<file path="config.mk">
export PLATFORM = sky130hd
export DESIGN_NAME = multi_nco_accumulator
export DESIGN_NICKNAME = d
export VERILOG_FILES = /design/src/rtl/multi_nco_accumulator.sv
export SDC_FILE = /design/constraint.sdc
export NUM_CORES = 1
export LEC_CHECK = 0
export CORE_MARGIN = 8
export CORE_UTILIZATION = 65
export DETAILED_ROUTE_END_ITERATION = 12
export HOLD_SLACK_MARGIN = 0.06
export PLACE_DENSITY = 0.83
export SKIP_CTS_REPAIR_TIMING = 1
export SYNTH_ARGS = -nofsm -noshare
export SYNTH_HDL_FRONTEND = slang
export SYNTH_SLANG_ARGS = --single-unit
</file>
<file path="constraint.sdc">
create_clock -name clk -period 6.19 [get_ports clk]
set_input_delay 0.9285 -clock clk [delete_from_list [all_inputs] [get_ports clk]]
set_output_delay 0.9285 -clock clk [all_outputs]
set_load 0.02 [all_outputs]
</file>
<file path="src/rtl/multi_nco_accumulator.sv">
`default_nettype none
// ============================================================================
//  Module   : multi_nco_accumulator
//  Purpose  : NCH independent phase accumulators (NCO core). Each channel has
//             its own frequency increment and phase offset. Both are double
//             buffered (shadow/active), so one strobe retunes every channel
//             coherently. Outputs are the registered, truncated phase and a
//             one-cycle wrap pulse per channel.
//  Revision : 1.0 - initial release
// ============================================================================
module multi_nco_accumulator #(
    parameter int ACC_W = 24,
    parameter int OUT_W = 8,
    parameter int NCH   = 4,
    parameter int CH_AW = 2
) (
    input  logic                   clk,
    input  logic                   clr,
    input  logic                   en,
    input  logic                   wr_en,
    input  logic                   wr_sel,
    input  logic [CH_AW-1:0]       wr_ch,
    input  logic [ACC_W-1:0]       wr_data,
    input  logic                   upd,
    input  logic                   sync,
    output logic [NCH*OUT_W-1:0]   phase,
    output logic [NCH-1:0]         wrap
);

    localparam int c_SHIFT = ACC_W - OUT_W;

    generate
        for (genvar i = 0; i < NCH; i++) begin : g_ch
            logic [ACC_W-1:0] r_acc;
            logic [ACC_W-1:0] r_finc_sh;
            logic [ACC_W-1:0] r_poff_sh;
            logic [ACC_W-1:0] r_finc_act;
            logic [ACC_W-1:0] r_poff_act;
            logic [OUT_W-1:0] r_phase;
            logic             r_wrap;
            logic             w_hit;
            logic [ACC_W-1:0] w_ph_sum;

            // Channel addresses at or above NCH match no generated channel,
            // so such writes simply fall on the floor.
            assign w_hit    = wr_en && (wr_ch == CH_AW'(i));
            // Offset is added modulo 2^ACC_W before truncation to the MSBs.
            assign w_ph_sum = r_acc + r_poff_act;

            // Shadow writes and commit to active registers; upd copies the
            // pre-write shadow because both are non-blocking on the same edge.
            always_ff @(posedge clk) begin
                if (clr) begin
                    r_finc_sh  <= '0;
                    r_poff_sh  <= '0;
                    r_finc_act <= '0;
                    r_poff_act <= '0;
                end else begin
                    if (w_hit && !wr_sel) r_finc_sh <= wr_data;
                    if (w_hit &&  wr_sel) r_poff_sh <= wr_data;
                    if (upd) begin
                        r_finc_act <= r_finc_sh;
                        r_poff_act <= r_poff_sh;
                    end
                end
            end

            // Accumulator with carry-out captured as the wrap pulse; sync wins.
            always_ff @(posedge clk) begin
                if (clr) begin
                    r_acc  <= '0;
                    r_wrap <= 1'b0;
                end else if (sync) begin
                    r_acc  <= '0;
                    r_wrap <= 1'b0;
                end else if (en) begin
                    {r_wrap, r_acc} <= {1'b0, r_acc} + {1'b0, r_finc_act};
                end else begin
                    r_wrap <= 1'b0;
                end
            end

            // Output phase is sampled from the pre-edge accumulator every edge.
            always_ff @(posedge clk) begin
                if (clr) begin
                    r_phase <= '0;
                end else begin
                    r_phase <= OUT_W'(w_ph_sum >> c_SHIFT);
                end
            end

            assign phase[i*OUT_W +: OUT_W] = r_phase;
            assign wrap[i]                 = r_wrap;
        end
    endgenerate

endmodule
`default_nettype wire

</file>
==> results.toml <==
[global_route]
grt_pass1_vias = 20100
grt_overflow = 0
grt_start_max_net_pins = 169
grt_pass1_wl_um = 104000
grt_antenna_before_repair = 2
grt.total_usage_pct = 28.8

[cells_and_area]
drive_gt1_share_pct = 4.66
layout_common_cells = "dfxtp_1 (516), nand2_1 (501), nor2_1 (341)"
final_common_cell = "dfxtp_1"
final_nets = 3100
utilization_pct = 73.1
fillers = 2858
area_growth_syn_to_layout_pct = 10.6
final_area_um2 = 27500

[placement]
place_area_um2 = 25700
io_buffer_count = 68
hpwl_um = 43200
place.gp.congestion = 0.937

[sta]
finalClockSkew_ps = 17.7
post-route-period-util_pct = 52.5
rsz0062_at_grt = "no"
post-route-min-period_ps = 3250
report.final.hold_viol_count = 0
slew_viol_final = 0
slew_headroom_pct = 15.0
worst_pin_slew_ps = 1270
fin_setup_tns_ps = 0
setup_viol = 0
timing.hold.ws_ps = 453
max_freq_ghz = 0.308

[route]
dr.pass1.iters = 5
wl_met1_um = 27300
routed_wl_um = 65600
ant_nets = 0
top_layer = "met5"
wl_per_cell_um = 19.1
viasPerCell = 6.03
drc = 0
vias = 20700
met2_length_um = 29900
drtIter0Drc = 1658
route.met3.wl_um = 5060

[setup_path]
startpoint_type = "flip-flop"
cp_max_fo = 3
end_kind = "flip-flop"
worst_ep_required_time_ps = 6650
rrSetupSlack_ps = 2940
r2r-start = "g_ch[1].r_acc[0]"
arrival_ps = 3710
slowest_stage = "a2111oi_0"
reg2reg_depth = 10
crit_type = "reg2reg"
critPathMaxStageDelay_ps = 750
critPathCapture = "g_ch[1].r_acc[20]"
crit_chain = "ha_1 -> fa_1 -> a21o_1 -> a21oi_1 -> o21ai_1 -> a21oi_2 -> o21ai_1 -> a2111oi_0 -> or4_1 -> nand3_1"
startpoint = "g_ch[1].r_acc[0]"
reg2reg_to = "g_ch[1].r_acc[20]"
cpMostUsedCell = "o21ai_1"

[pwr]
combPwrFrac_pct = 5.0
vdd_drop_max_uv = 243
power_density_nw_per_um2 = 256
clkPwrFrac_pct = 46.9
p_switching_mw = 1.57
p_int_mw = 5.49
p_seq_share_pct = 48.0
switching_share_pct = 22.2
finalPower_mw = 7.06
cellLeakagePower_nw = 11.8

[clock_tree]
cts_sinks = 516
clock_path_buffers = 3
tritoncts = "done"
insertion_delay_ps = 600
numCtsBuffers = 51
cts.clk_slew.worst_paths_ps = 60
htree_levels = 2
cts_root_buf = "clkbuf_16"

[synth]
syn_inst = 2901
yosys_warnings = 0
syn_area_um2 = 24900
synth_cell_types = 81
syn_avg_cell_area_um2 = 8.58
synth-seq-cells = 516
synth_edf_count = 0
synth-main-ff-cell = "dfxtp_1"
synth_nets = 3122
synth-seq-area-share_pct = 41.5
async_reset_ff_share_pct = 0

[floorplanning]
die_w_um = 212
ios = 69
die_y_um = 212
start_util_pct = 66.1
coreArea_um2 = 37700
rows = 71
die_area_um2 = 44800

[status]
status = "finished clean"

[hold_path]
min_path_type = "reg2reg"

[flow_run]
drv_cap = 0
[per-stage QoR]
stage	instances	worst slack [ps]
finish	3432	2940
detailed placement	3337	2590
CTS	3431	3000
global placement	3337	2620
floorplan	2901	3670
global route	3432	2720
[flip-flops by register name (all words and copies together), names as in the netlist]
signal,cells
g_ch.r_acc,96
g_ch.r_finc_act,96
g_ch.r_poff_sh,96
g_ch.r_finc_sh,96
g_ch.r_poff_act,96
g_ch.r_wrap,4
g_ch.r_phase,32
[cells by family after synthesis]
kind of cell             Yosys count  synth area share [%]
AND/OR/NAND/NOR                 1017                  16.9
AO/OA/AOI/OAI                    655                  16.2
flip-flops                       516                  41.5
multiplexers                     229                  9.24
buffers and inverters            205                  3.41
adder cells (fa/ha/maj)          188                  9.58
XOR/XNOR                          91                  3.20
[synth_stat cells, drive strengths merged, types with 5 or more instances]
cell    instances  share of area, %
nor2b          16              0.40
and2           10              0.25
a21o           58               1.8
o211ai         15              0.47
a221oi          6              0.24
mux2i         226               9.1
nand4          20              0.50
nand2b         12              0.30
dfxtp         516                42
ha            184               9.3
nand2         501               7.6
buf            43              0.86
xnor2          57               2.0
and3           16              0.40
o31ai           9              0.33
nand3          43              0.86
nor3           24              0.48
nor2          342               5.2
o21a           22              0.66
o21bai         16              0.48
xor2           34               1.2
a21oi         311               6.3
inv            41              0.62
a21boi          5              0.15
a211o           8              0.28
o31a            5              0.18
o22ai           8              0.23
a31oi          15              0.38
or3            12              0.30
clkbuf        121               1.9
a211oi         30              0.99
o21ai         107               2.2
[critical path, delay by kind of cell, from the launching register on]
family / cells / cell delay (ps)
adders and majority gates: 2 / 670
AOI/OAI and AO/OA: 6 / 1840
DFF: 1 / 330
and+or+nand+nor: 2 / 280
[power groups by stage]
stage / clock network, mW / registers, mW / logic [mW]
after CTS: 3.35 / 3.39 / 0.351
after detailed placement: 0 / 3.46 / 0.349
final: 3.31 / 3.39 / 0.356
after floorplan: 0 / 3.46 / 0.236
after global routing: 3.48 / 3.39 / 0.378
after global placement: 0 / 3.46 / 0.339
[how the worst min path moves through the flow]
stage                       endpoint  cells past startpoint  slack (ps)             startpoint
2_1_floorplan   g_ch[0].r_finc_sh[0]                      2         440   g_ch[0].r_finc_sh[0]
3_3_place_gp    g_ch[2].r_poff_sh[5]                      2         440   g_ch[2].r_poff_sh[5]
3_5_place_dp   g_ch[3].r_finc_sh[20]                      2         450  g_ch[3].r_finc_sh[20]
4_1_cts        g_ch[3].r_finc_sh[20]                      2         450  g_ch[3].r_finc_sh[20]
5_1_grt        g_ch[1].r_poff_sh[23]                      2         470  g_ch[1].r_poff_sh[23]
6_report       g_ch[0].r_finc_sh[13]                      2         450  g_ch[0].r_finc_sh[13]
[final cells by class]
type | instances | area (um2) | area share [%]
diodes | 1 | 2.50 | 0.00909
clock buffers | 81 | 1600 | 5.82
clock inverters | 13 | 220 | 0.800
inverters | 41 | 154 | 0.559
multi-input cells | 2180 | 13700 | 49.8
flip-flops and latches | 516 | 10300 | 37.5
well taps | 511 | 639 | 2.32
repair buffers | 89 | 856 | 3.11
[per-layer routing]
metal / vias up / track usage [%]
met3: 162 / 5.31
met2: 673 / 47.1
li1: 10000 / -
met5: - / 0
met4: 2 / 14.5
met1: 9861 / 36.2
Note: power is estimated with default switching activity, not from simulation.
